File: src/rtl/g_arb_pkg.sv
// Shared definitions for the schematic-library arbiters: state encoding,
// idle output constants and a small modulo-3 helper for round-robin search.
package g_arb_pkg;

  typedef enum logic {
    ST_IDLE  = 1'b0,
    ST_GRANT = 1'b1
  } arb_state_e;

  localparam logic [1:0] OWN_NONE  = 2'b11;
  localparam logic [2:0] GNTN_IDLE = 3'b111;

  // (v + k) mod 3 for v in 0..2 and k in 0..3.
  function automatic logic [1:0] mod3_add(input logic [1:0] v, input logic [1:0] k);
    logic [2:0] s;
    s = {1'b0, v} + {1'b0, k};
    if (s >= 3'd3) s = s - 3'd3;
    return s[1:0];
  endfunction

endpackage

File: src/rtl/g_rr_pick3.sv
// Combinational 3-way round-robin picker: first active request searching
// from last+1 upward (mod 3); last itself has the lowest priority.
module g_rr_pick3
  import g_arb_pkg::*;
(
  input  logic [2:0] req_i,
  input  logic [1:0] last_i,
  output logic       valid_o,
  output logic [1:0] idx_o
);

  logic [1:0] cand [3];
  logic [3:0] req_pad;

  assign req_pad = {1'b0, req_i};

  // cand[0] is the highest-priority candidate, cand[2] the lowest.
  generate
    for (genvar gi = 0; gi < 3; gi++) begin : g_cand
      assign cand[gi] = mod3_add(last_i, 2'(gi + 1));
    end
  endgenerate

  always_comb begin
    valid_o = |req_i;
    idx_o   = cand[0];
    if (!req_pad[cand[0]]) begin
      idx_o = req_pad[cand[1]] ? cand[1] : cand[2];
    end
  end

endmodule

File: src/rtl/g_3arb3.sv
// Three-requester round-robin arbiter with active-low requests, registered
// one-hot active-low grant, owner release strobe and optional grant timeout.
module g_3arb3
  import g_arb_pkg::*;
#(
  parameter int TMO_W   = 4,
  parameter int TMO_MAX = 15   // 0 disables the timeout; must be < 2**TMO_W
) (
  input  logic       CK,
  input  logic       CD,
  input  logic [2:0] REQN,
  input  logic       DONEN,
  output logic [2:0] GNTN,
  output logic       BUSY,
  output logic [1:0] OWN,
  output logic       TMO
);

  localparam bit              TMO_EN   = (TMO_MAX != 0);
  localparam logic [TMO_W-1:0] CNT_LAST = TMO_W'(TMO_MAX == 0 ? 0 : TMO_MAX - 1);

  arb_state_e       state_q, state_d;
  logic [TMO_W-1:0] cnt_q, cnt_d;
  logic [1:0]       last_q, last_d;
  logic [2:0]       gntn_q, gntn_d;
  logic             busy_q, busy_d;
  logic [1:0]       own_q, own_d;
  logic             tmo_q, tmo_d;

  logic             pick_valid;
  logic [1:0]       pick_idx;
  logic [3:0]       reqn_pad;
  logic             owner_gone;

  g_rr_pick3 u_pick (
    .req_i   (~REQN),
    .last_i  (last_q),
    .valid_o (pick_valid),
    .idx_o   (pick_idx)
  );

  assign reqn_pad   = {1'b1, REQN};
  assign owner_gone = reqn_pad[own_q];

  always_comb begin
    state_d = state_q;
    cnt_d   = cnt_q;
    last_d  = last_q;
    gntn_d  = gntn_q;
    busy_d  = busy_q;
    own_d   = own_q;
    tmo_d   = 1'b0;
    case (state_q)
      ST_IDLE: begin
        if (pick_valid) begin
          state_d = ST_GRANT;
          gntn_d  = ~(3'b001 << pick_idx);
          own_d   = pick_idx;
          busy_d  = 1'b1;
          cnt_d   = '0;
        end
      end
      ST_GRANT: begin
        // Owner release wins over a coincident timeout, so TMO stays low then.
        if (!DONEN || owner_gone || (TMO_EN && cnt_q == CNT_LAST)) begin
          state_d = ST_IDLE;
          gntn_d  = GNTN_IDLE;
          busy_d  = 1'b0;
          own_d   = OWN_NONE;
          last_d  = own_q;
          tmo_d   = DONEN && !owner_gone;
        end else if (TMO_EN && cnt_q != '1) begin
          cnt_d = cnt_q + 1'b1;
        end
      end
    endcase
  end

  always_ff @(posedge CK or posedge CD) begin
    if (CD) begin
      state_q <= ST_IDLE;
      cnt_q   <= '0;
      last_q  <= 2'd2;
      gntn_q  <= GNTN_IDLE;
      busy_q  <= 1'b0;
      own_q   <= OWN_NONE;
      tmo_q   <= 1'b0;
    end else begin
      state_q <= state_d;
      cnt_q   <= cnt_d;
      last_q  <= last_d;
      gntn_q  <= gntn_d;
      busy_q  <= busy_d;
      own_q   <= own_d;
      tmo_q   <= tmo_d;
    end
  end

  assign GNTN = gntn_q;
  assign BUSY = busy_q;
  assign OWN  = own_q;
  assign TMO  = tmo_q;

endmodule
File: config.mk
export PLATFORM = sky130hd
export DESIGN_NAME = g_3arb3
export DESIGN_NICKNAME = d
export VERILOG_FILES = /design/src/rtl/g_arb_pkg.sv /design/src/rtl/g_rr_pick3.sv /design/src/rtl/g_3arb3.sv
export SDC_FILE = /design/constraint.sdc
export NUM_CORES = 1
export LEC_CHECK = 0
export ABC_AREA = 0
export BUFFER_PORTS_ARGS = -buffer_cell sky130_fd_sc_hd__buf_2
export CORE_ASPECT_RATIO = 1.1
export CORE_MARGIN = 4
export CORE_UTILIZATION = 49
export DETAILED_ROUTE_END_ITERATION = 6
export GPL_ROUTABILITY_DRIVEN = 0
export GPL_TIMING_DRIVEN = 0
export HOLD_SLACK_MARGIN = 0.1
export PLACE_DENSITY = 0.83
export SYNTH_ARGS = -nofsm -noshare
export SYNTH_HDL_FRONTEND = slang
export SYNTH_SLANG_ARGS = --single-unit
File: constraint.sdc
create_clock -name CK -period 1.91 [get_ports CK]
set_input_delay 0 -clock CK [delete_from_list [all_inputs] [get_ports CK]]
set_output_delay 0 -clock CK [all_outputs]
set_load 0.02 [all_outputs]
==> impl_metrics.tcl <==
set metrics [dict create \
    fp.dieArea_sq_um 2470 \
    postSynthAreaPerCell_sq_um 10.6 \
    p_sw_frac 0.406 \
    required_ps 2130 \
    htreeDepth 1 \
    leakage_nw 0.492 \
    vias 688 \
    routed_wl_microns 1740 \
    die_width_microns 47.7 \
    avgViaCountPerCell 5.73 \
    p_int_mw 1.16 \
    diodes 0 \
    synth-seq-area-share 0.421 \
    synth_cell_types 34 \
    antenna_found_initial 0 \
    avgRoutedWirePerCell_microns 14.5 \
    layout.nets 116 \
    rows 15 \
    cap_violations 0 \
    syn_nets 92 \
    rsz0062_at_grt "yes" \
    post-route-period-util 0.998 \
    syn_to_final_growth_pct 25.7 \
    track_usage 0.159 \
    worstPathMaxFanout 5 \
    p_seq_frac 0.284 \
    slew_headroom 0.660 \
    p_clk_frac 0.109 \
    hold_violations 0 \
    cts_tree "built" \
    path_clk_slew_ps 90 \
    dr.first_iter.drc_count 8 \
    synth-seq-cells 14 \
    numCtsBuffers 3 \
    worst_path_largest_cell_delay_ps 570 \
    clock_path_buffers 2 \
    drive_gt1_frac 0.408 \
    worst_pin_slew_ps 510 \
    dp_cells 109 \
    synth_edf_count 0 \
    synth_ff_type "dfrtp_1" \
    status "complete, no violations" \
    grt_max_degree 15 \
    grt_pass1_wl_microns 2820 \
    ant_nets 0 \
    coreArea_sq_um 1610 \
    grt_pass1_vias 672 \
    path_cells "inv_2 -> ha_4 -> buf_6 -> a211o_4 -> a32oi_4 -> nand4_1 -> o21a_1" \
    end_kind "flop" \
    syn_inst 80 \
    critical-path-slowest-cell "dfstp_2" \
    setup_viol 0 \
    skew_ps 6.67 \
    critPathKind "reg2reg" \
    hold_class "in2reg" \
    fmax_mhz 524 \
    start_util 0.527 \
    p_comb_frac 0.607 \
    yosysWarnings 0 \
    clock-root-buffer "clkbuf_4" \
    numPortBuffers 12 \
    power_mw 1.95 \
    insertion_delay_ps 280 \
    critPathBufInv 2 \
    syn_area_sq_um 851 \
    ios 13 \
    fin_cells 120 \
    hpwl_microns 1310 \
    p_switching_mw 0.790 \
    drc_errors 0 \
    critical_path_arrival_ps 2130 \
    die_y_microns 51.7 \
    async_reset_ff_frac 1.00 \
    irDropWorstVdd_mv 0.850 \
    p_per_area_nw_per_um2 1820 \
    start_kind "flop" \
    grt_remaining_overflow 0 \
    finalWorstPathRequiredPeriod_ps 1910 \
    drtPass1Iterations 4 \
    cts_sinks 14 \
    drv_slew 0 \
    critPathTopFamily "compound AO/OA/AOI/OAI gates" \
]
[logic make-up (layout without fill, tap and decap cells)]
kind of cell | after synthesis | count (layout) | share of synthesized area
AOI/OAI and AO/OA | 19 | 19 | 0.193
xor gates and xnor gates | 1 | 1 | 0.0103
adders and majority gates | 6 | 6 | 0.0882
buffers and inverters | 7 | 30 | 0.0397
DFF | 14 | 14 | 0.421
muxes | 8 | 8 | 0.0971
and+or+nand+nor | 25 | 25 | 0.151
[power groups by stage]
stage	sequential (mW)	combinational (mW)	clock, mW
2_1_floorplan	0.600	0.704	0
3_3_place_gp	0.545	0.923	0
3_5_place_dp	0.553	0.958	0
4_1_cts	0.546	1.01	0.215
5_1_grt	0.571	1.29	0.237
6_report	0.553	1.18	0.212
[cells in the mapped netlist (2+ instances only)]
library cell / instances / area (sq um)
nand2_1: 12 / 45.0
dfrtp_1: 8 / 200
dfstp_2: 6 / 158
ha_1: 6 / 75.1
inv_1: 6 / 22.5
mux2i_1: 6 / 60.1
nor2_1: 4 / 15.0
nand3_1: 3 / 15.0
a21oi_1: 2 / 10.0
mux2_2: 2 / 22.5
o21a_1: 2 / 15.0
[metrics by stage]
| step | area, sq um | util | TNS [ps] | worst slack [ps] | hold slack, ps |
|---|---|---|---|---|---|
| 6_report | 1070 | 0.663 | 0 | 2.96 | 183 |
| 5_1_grt | 1070 | 0.663 | -82.1 | -58.1 | 196 |
| 4_1_cts | 1010 | 0.627 | -2.47 | -2.47 | 172 |
| 3_5_place_dp | 945 | 0.585 | -138 | -77.9 | 58.3 |
| 3_3_place_gp | 945 | 0.585 | -76.2 | -56.7 | 44.2 |
| 2_1_floorplan | 863 | - | 0 | 42.0 | -115 |
[worst paths after layout]
check | slack (ps) | start | endpoint | cells past startpoint
max in group asynchronous | 1240 | CD | last_q[0]$_DFFE_PP0P_ | 3
max | 3 | last_q[1]$_DFFE_PP1P_ | GNTN[1]$_DFFE_PP1P_ | 7
min reg2reg | 480 | BUSY$_DFFE_PP0P_ | BUSY$_DFFE_PP0P_ | 2
min in group asynchronous | 300 | CD | cnt_q[1]$_DFFE_PP0P_ | 3
min | 180 | REQN[1] | state_q$_DFF_PP0_ | 3
max reg2reg | 3 | last_q[1]$_DFFE_PP1P_ | GNTN[1]$_DFFE_PP1P_ | 7
[worst min-delay path, stage by stage]
cell and delay, ps:
buf_2 120, a31o_2 240, nand2_1 60
[cells in the final DEF (no fill, tap or decap), types with 2 or more instances in the layout]
| cell | netlist | layout |
|---|---|---|
| dfstp_2 | 6 | 6 |
| inv_1 | 6 | 4 |
| buf_4 | 0 | 5 |
| o21a_1 | 2 | 2 |
| clkbuf_4 | 0 | 3 |
| a21oi_1 | 2 | 2 |
| dfrtp_1 | 8 | 7 |
| ha_1 | 6 | 5 |
| nor2_1 | 4 | 4 |
| mux2i_1 | 6 | 5 |
| mux2_2 | 2 | 2 |
| nand3_1 | 3 | 3 |
| nand2_1 | 12 | 12 |
| dlygate4sd3_1 | 0 | 2 |
| buf_2 | 0 | 12 |
| inv_2 | 0 | 2 |
[flip-flops by register name, summed over array words and instances, names as in the netlist]
name,cells
cnt_q,4
GNTN,3
OWN,2
last_q,2
BUSY,1
TMO,1
state_q,1
[area by class of cell]
type	instances	area, sq um
repair buffers	20	129
clock buffers	4	36.3
fillers	144	544
multi-input cells	59	502
inverters	6	22.5
well taps	17	21.3
flip-flops and latches	14	359
[routing by layer]
| layer | routed length (microns) | GRT usage | up-vias |
|---|---|---|---|
| met4 | 26 | 0.0762 | 0 |
| li1 | - | - | 337 |
| met2 | 953 | 0.271 | 10 |
| met5 | 0 | 0 | - |
| met3 | 46 | 0.0208 | 4 |
| met1 | 710 | 0.189 | 337 |
[what timing repair did]
item                       CTS  global route
hold buffers                 2             0
setup buffers                3             3
pin swaps                    4             4
hold endpoints to repair    14             0
setup endpoints to repair    2             4
gates resized for setup      0             7
Power figures use the tool's default switching activity.
